### config.mk
export PLATFORM = sky130hd
export DESIGN_NAME = gate_bist_controller
export DESIGN_NICKNAME = d
export VERILOG_FILES = /design/src/rtl/gate_bist_pkg.sv /design/src/rtl/gate_bist_lfsr.sv /design/src/rtl/gate_bist_controller.sv
export SDC_FILE = /design/constraint.sdc
export NUM_CORES = 1
export LEC_CHECK = 0
export BUFFER_PORTS_ARGS = -buffer_cell sky130_fd_sc_hd__buf_2
export CORE_MARGIN = 2
export CORE_UTILIZATION = 50
export CTS_CLUSTER_DIAMETER = 120
export CTS_CLUSTER_SIZE = 8
export DETAILED_ROUTE_END_ITERATION = 6
export PLACE_DENSITY = 0.78
export SYNTH_ARGS = -nofsm -noshare
export SYNTH_HDL_FRONTEND = slang
export SYNTH_SLANG_ARGS = --single-unit
### constraint.sdc
create_clock -name clk -period 2.7 [get_ports clk]
set_input_delay 0.405 -clock clk [delete_from_list [all_inputs] [get_ports clk]]
set_output_delay 0.405 -clock clk [all_outputs]
set_load 0.01 [all_outputs]
### src/rtl/gate_bist_pkg.sv
// Shared types, default constants and the Galois step helper for the gate-model BIST.
package gate_bist_pkg;

    typedef enum logic [2:0] {
        StIdle,
        StSettle,
        StCapture,
        StCmp,
        StDone
    } bist_state_e;

    // Defaults for the 17-input / 10-output gate models.
    localparam int unsigned       DefInW      = 17;
    localparam int unsigned       DefOutW     = 10;
    localparam logic [16:0]       DefLfsrSeed = 17'h00001;
    localparam logic [16:0]       DefLfsrPoly = 17'h00009;  // x^17 + x^3 + 1
    localparam logic [9:0]        DefMisrSeed = 10'h000;
    localparam logic [9:0]        DefMisrPoly = 10'h009;    // x^10 + x^3 + 1

    // Widest register the helper below can step.
    localparam int unsigned MaxW = 32;

    // One Galois step of a width-bit register: shift left, fold the mask in when the MSB falls out.
    function automatic logic [MaxW-1:0] lfsr_next(input logic [MaxW-1:0] value,
                                                  input logic [MaxW-1:0] poly,
                                                  input int unsigned     width);
        logic [MaxW-1:0] mask;
        logic [MaxW-1:0] shifted;
        mask    = (width >= MaxW) ? '1 : ((MaxW'(1) << width) - MaxW'(1));
        shifted = (value << 1) & mask;
        if (value[width-1]) begin
            shifted = shifted ^ (poly & mask);
        end
        return shifted;
    endfunction

endpackage

### src/rtl/gate_bist_lfsr.sv
// Generic Galois shift register with load and enable; data_i is XORed into each step,
// so it serves both as the pattern LFSR (data tied 0) and as the MISR.
module gate_bist_lfsr
    import gate_bist_pkg::*;
#(
    parameter int unsigned      Width = 17,
    parameter logic [Width-1:0] Poly  = '0,
    parameter logic [Width-1:0] Seed  = '0
) (
    input  logic             clk_i,
    input  logic             rst_i,
    input  logic             load_i,
    input  logic             en_i,
    input  logic [Width-1:0] data_i,
    output logic [Width-1:0] value_o
);

    logic [Width-1:0] value_q;
    logic [Width-1:0] value_d;
    logic [Width-1:0] stepped;

    // Next value: load wins over step, otherwise hold.
    always_comb begin
        stepped = Width'(lfsr_next(MaxW'(value_q), MaxW'(Poly), Width));
        value_d = value_q;
        if (load_i) begin
            value_d = Seed;
        end else if (en_i) begin
            value_d = stepped ^ data_i;
        end
    end

    // Register with synchronous reset to the seed.
    always_ff @(posedge clk_i) begin
        if (rst_i) begin
            value_q <= Seed;
        end else begin
            value_q <= value_d;
        end
    end

    assign value_o = value_q;

endmodule

### src/rtl/gate_bist_controller.sv
// BIST driver for a combinational gate model: LFSR patterns out, MISR-compacted responses in,
// signature compared against a golden value after N_PAT patterns.
module gate_bist_controller
    import gate_bist_pkg::*;
#(
    parameter int unsigned      IN_W      = DefInW,
    parameter int unsigned      OUT_W     = DefOutW,
    parameter int unsigned      N_PAT     = 256,
    parameter int unsigned      SETTLE    = 1,
    parameter logic [IN_W-1:0]  LFSR_SEED = DefLfsrSeed,
    parameter logic [IN_W-1:0]  LFSR_POLY = DefLfsrPoly,
    parameter logic [OUT_W-1:0] MISR_SEED = DefMisrSeed,
    parameter logic [OUT_W-1:0] MISR_POLY = DefMisrPoly,
    localparam int unsigned     CntW      = $clog2(N_PAT + 1)
) (
    input  logic             clk,
    input  logic             rst,
    input  logic             start,
    input  logic [OUT_W-1:0] expected_sig,
    input  logic [OUT_W-1:0] response_in,
    output logic [IN_W-1:0]  pattern_out,
    output logic             busy,
    output logic             done,
    output logic             pass,
    output logic [OUT_W-1:0] signature,
    output logic [CntW-1:0]  pat_cnt
);

    localparam int unsigned       SetW       = (SETTLE > 1) ? $clog2(SETTLE) : 1;
    localparam logic [SetW-1:0]   SettleLoad = SetW'(SETTLE - 1);
    localparam logic [CntW-1:0]   LastCnt    = CntW'(N_PAT - 1);

    bist_state_e     state_q, state_d;
    logic [SetW-1:0] settle_q, settle_d;
    logic [CntW-1:0] cnt_q, cnt_d;
    logic            busy_q, busy_d;
    logic            done_q, done_d;
    logic            pass_q, pass_d;
    logic            lfsr_load, lfsr_en;
    logic            misr_load, misr_en;

    // Next-state, counter and register-strobe decode.
    always_comb begin
        state_d   = state_q;
        settle_d  = settle_q;
        cnt_d     = cnt_q;
        busy_d    = busy_q;
        done_d    = done_q;
        pass_d    = pass_q;
        lfsr_load = 1'b0;
        lfsr_en   = 1'b0;
        misr_load = 1'b0;
        misr_en   = 1'b0;
        unique case (state_q)
            StIdle, StDone: begin
                if (start) begin
                    state_d   = StSettle;
                    settle_d  = SettleLoad;
                    cnt_d     = '0;
                    lfsr_load = 1'b1;
                    misr_load = 1'b1;
                    busy_d    = 1'b1;
                    done_d    = 1'b0;
                    pass_d    = 1'b0;
                end
            end
            StSettle: begin
                if (settle_q == '0) begin
                    state_d = StCapture;
                end else begin
                    settle_d = settle_q - SetW'(1);
                end
            end
            StCapture: begin
                misr_en = 1'b1;
                cnt_d   = cnt_q + CntW'(1);
                // Last pattern stays on the bus through CMP/DONE.
                if (cnt_q == LastCnt) begin
                    state_d = StCmp;
                end else begin
                    lfsr_en  = 1'b1;
                    settle_d = SettleLoad;
                    state_d  = StSettle;
                end
            end
            StCmp: begin
                pass_d  = (signature == expected_sig);
                busy_d  = 1'b0;
                done_d  = 1'b1;
                state_d = StDone;
            end
            default: state_d = StIdle;
        endcase
    end

    // FSM state and registered status outputs.
    always_ff @(posedge clk) begin
        if (rst) begin
            state_q  <= StIdle;
            settle_q <= '0;
            cnt_q    <= '0;
            busy_q   <= 1'b0;
            done_q   <= 1'b0;
            pass_q   <= 1'b0;
        end else begin
            state_q  <= state_d;
            settle_q <= settle_d;
            cnt_q    <= cnt_d;
            busy_q   <= busy_d;
            done_q   <= done_d;
            pass_q   <= pass_d;
        end
    end

    gate_bist_lfsr #(
        .Width (IN_W),
        .Poly  (LFSR_POLY),
        .Seed  (LFSR_SEED)
    ) u_pattern_lfsr (
        .clk_i   (clk),
        .rst_i   (rst),
        .load_i  (lfsr_load),
        .en_i    (lfsr_en),
        .data_i  ('0),
        .value_o (pattern_out)
    );

    gate_bist_lfsr #(
        .Width (OUT_W),
        .Poly  (MISR_POLY),
        .Seed  (MISR_SEED)
    ) u_misr (
        .clk_i   (clk),
        .rst_i   (rst),
        .load_i  (misr_load),
        .en_i    (misr_en),
        .data_i  (response_in),
        .value_o (signature)
    );

    assign busy    = busy_q;
    assign done    = done_q;
    assign pass    = pass_q;
    assign pat_cnt = cnt_q;

    // An all-zero pattern register would lock up; only a zero seed can get it there.
    a_lfsr_nonzero: assert property (@(posedge clk) disable iff (rst) pattern_out != '0);

endmodule
==> key figures <==
STA
  • Final setup TNS: 0 ps
  • RSZ-0062 raised after global routing: no
  • Final setup fails: 0
  • Period utilisation layout: 0.788
  • Worst slew pin tran: 547 ps
  • Slew HR: 0.635
  • Final worst slack: 573 ps
  • Hold Vio Cnt, Final: 0
  • Clk_skew: 5.45 ps
  • Final min period: 2130 ps
  • Pins over their slew limit: 0
  • Fmax: 470 MHz

Synth
  • Area contributors post-synth: dfxtp_1 (43%), nand2_1 (8.0%), a21oi_1 (7.1%), buf_4 (6.1%), xnor2_1 (5.3%)
  • Synth Net Count: 259
  • Async set-reset flop share out of synthesis: 0
  • Post-synth top area share: 0.426
  • EDFF count, synth: 0
  • Synth warn: 0
  • Syn Inst Count: 234
  • Predominant post-synthesis flop cell: dfxtp_1
  • Mapped Area: 1970 um2
  • Avg Inst Size Synth: 8.43 um2
  • Top post-synthesis cells by count: dfxtp_1 (42), nand2_1 (42), a21oi_1 (28), nor2_1 (23), buf_4 (16)
  • #FFs+latches synth: 42
  • Sequential area share after synthesis: 0.426
  • Distinct cell type count after synthesis: 33
  • Yosys top cell by area: dfxtp_1

Routing
  • Vias: 1657
  • Post-route DRC: 0
  • Routed wire per std cell: 12.0 um
  • Routed WL: 3900 um
  • DRT antenna net count: 0
  • DR pass1 iterations: 4
  • Vias per cell: 5.08
  • 1st-iter DRT viols: 71

Die
  • Initial Util: 0.531
  • Io pins: 62
  • Core area: 3720 um2
  • FP Rows: 22
  • Die X: 66.8 um
  • Die area: 4460 um2
  • DIE HEIGHT: 66.8 um

CTS
  • Post CTS Setup Buffer Count: 0
  • CTS tree: built
  • Clock buffer depth: 2
  • H-tree depth reported by CTS: 2
  • Cts hold-fix bufs: 0
  • TritonCTS buffer count: 5
  • Cts repair resizes: 0
  • Clock Sinks: 42
  • Worst skew pair latency: 290 ps
  • Clk Tree Root Cell: clkbuf_8
  • Clock transition at path regs: 80 ps

GRT
  • Largest net degree at the start of global routing: 27
  • First-pass GRT wire length: 6150 um
  • Initial antenna violation count: 0
  • Vias in the first global route: 1404
  • Routing usage on met3: 0.0507
  • Busiest grt layer: met2
  • Total track usage: 0.181
  • Global route total overflow: 0
  • Met2 Resource Use GR: 0.296
  • Met1 Track Usage GR: 0.221

Status
  • Status: finished clean

Power
  • Pwr Density: 522 nW/um2
  • Max IR drop VDD: 335 uV
  • Switch Pwr: 0.295 mW
  • Leak: 0.944 nW
  • Clock share of power: 0.356
  • Combinational power share: 0.098
  • Switching Fraction: 0.250
  • Sequential share of power: 0.546
  • Internal: 0.885 mW

Critical path
  • Crit path kind: flop to flop
  • CP endpoint kind: flop
  • Reg2Reg Depth: 8
  • Startpoint class of the critical path: flop
  • Arrival @ worst endpoint: 2360 ps
  • Critical Path Fanout Max: 16
  • CP required: 2930 ps

Cells and area
  • Fin nets: 302
  • Ant. Diodes: 0
  • Final std cells w/o fill: 326
  • Proportion of layout cells with a drive suffix above 1: 0.266
  • Layout area overhead: 14.6%

Min path
  • WHS Path Cells: 3
  • HP Class: input pin to flop

Placement
  • IO Port Bufs: 61
  • Post-DP HPWL: 2860 um
  • Routability cong.: 0.744
  • Worst slack, placed: 584 ps
  • Placed cells: 318

Flow run
  • Max cap viols: 0
==> flip-flops by register name, summed over array words and instances, names as in the netlist <==
register	count
u_misr.value_o	10
busy	1
state_q	3
done	1
pass	1
u_pattern_lfsr.value_o	17
pat_cnt	9
==> final cells by class <==
cell class | count | area, um2
Tap cell | 48 | 60.1
Clock inverter | 2 | 12.5
Multi-Input combinational cell | 162 | 933
Timing Repair Buffer | 63 | 320
Inverter | 3 | 11.3
Fill cell | 344 | 1460
Sequential cell | 42 | 841
Clock buffer | 6 | 82.6
==> placed cells by master, fill, tap and decap left out, drive strengths merged, types with 3 or more instances in the layout <==
cell type / instances
a211oi: 10
a21oi: 28
buf: 63
clkbuf: 6
dfxtp: 42
inv: 3
nand2: 42
nand2b: 3
nand3: 4
nand3b: 3
nor2: 24
nor4: 3
o21ai: 5
xnor2: 12
xor2: 10
==> power groups by stage <==
stage	Clock (mW)	Sequential (mW)	Combinational, mW
after CTS	0.429	0.644	0.118
after global placement	0	0.659	0.116
final	0.420	0.644	0.116
after detailed placement	0	0.659	0.118
after global routing	0.457	0.647	0.129
after floorplan	0	0.658	0.0817
==> critical path, stage by stage (launching register included) <==
cell,delay (ps)
dfxtp_1,390
ha_1,240
nand2_1,100
nor2_1,130
and3_1,170
ha_1,270
nand2b_1,490
nand2_1,120
a21oi_1,160
==> path summary, 6_finish.rpt <==
path,startpoint,endpoint,slack (ps)
max,pat_cnt[0],u_pattern_lfsr.value_o[11],570
min,response_in[4],u_misr.value_o[4],400
max reg2reg,pat_cnt[0],u_pattern_lfsr.value_o[11],570
min reg2reg,u_pattern_lfsr.value_o[12],u_pattern_lfsr.value_o[13],470
==> kinds of logic (layout without fill, tap and decap cells) <==
group                      count (synthesis)  after routing  synth area share
and+or+nand+nor                           88             88             0.212
AOI/OAI and AO/OA                         50             50             0.151
xor gates and xnor gates                  22             22            0.0977
DFF                                       42             42             0.426
adders and majority gates                  2              2            0.0127
buffers and inverters                     30             74             0.101
==> stage by stage <==
stage | instance area, um2 | hold WS (ps) | utilization | power (mW)
finish | 2260 | 400 | 0.608 | 1.18
global route | 2260 | 402 | 0.608 | 1.23
CTS | 2260 | 397 | 0.608 | 1.19
detailed placement | 2170 | 464 | 0.583 | 0.777
global placement | 2170 | 447 | 0.583 | 0.775
floorplan | 1970 | 445 | - | 0.740
==> per-layer routing <==
metal  vias up  part of all wire
met2        52              0.47
met4         0             0.013
met1       735              0.45
met3         7             0.069
met5         -                 0
li1        863                 -
Note: power is estimated with default switching activity, not from simulation.
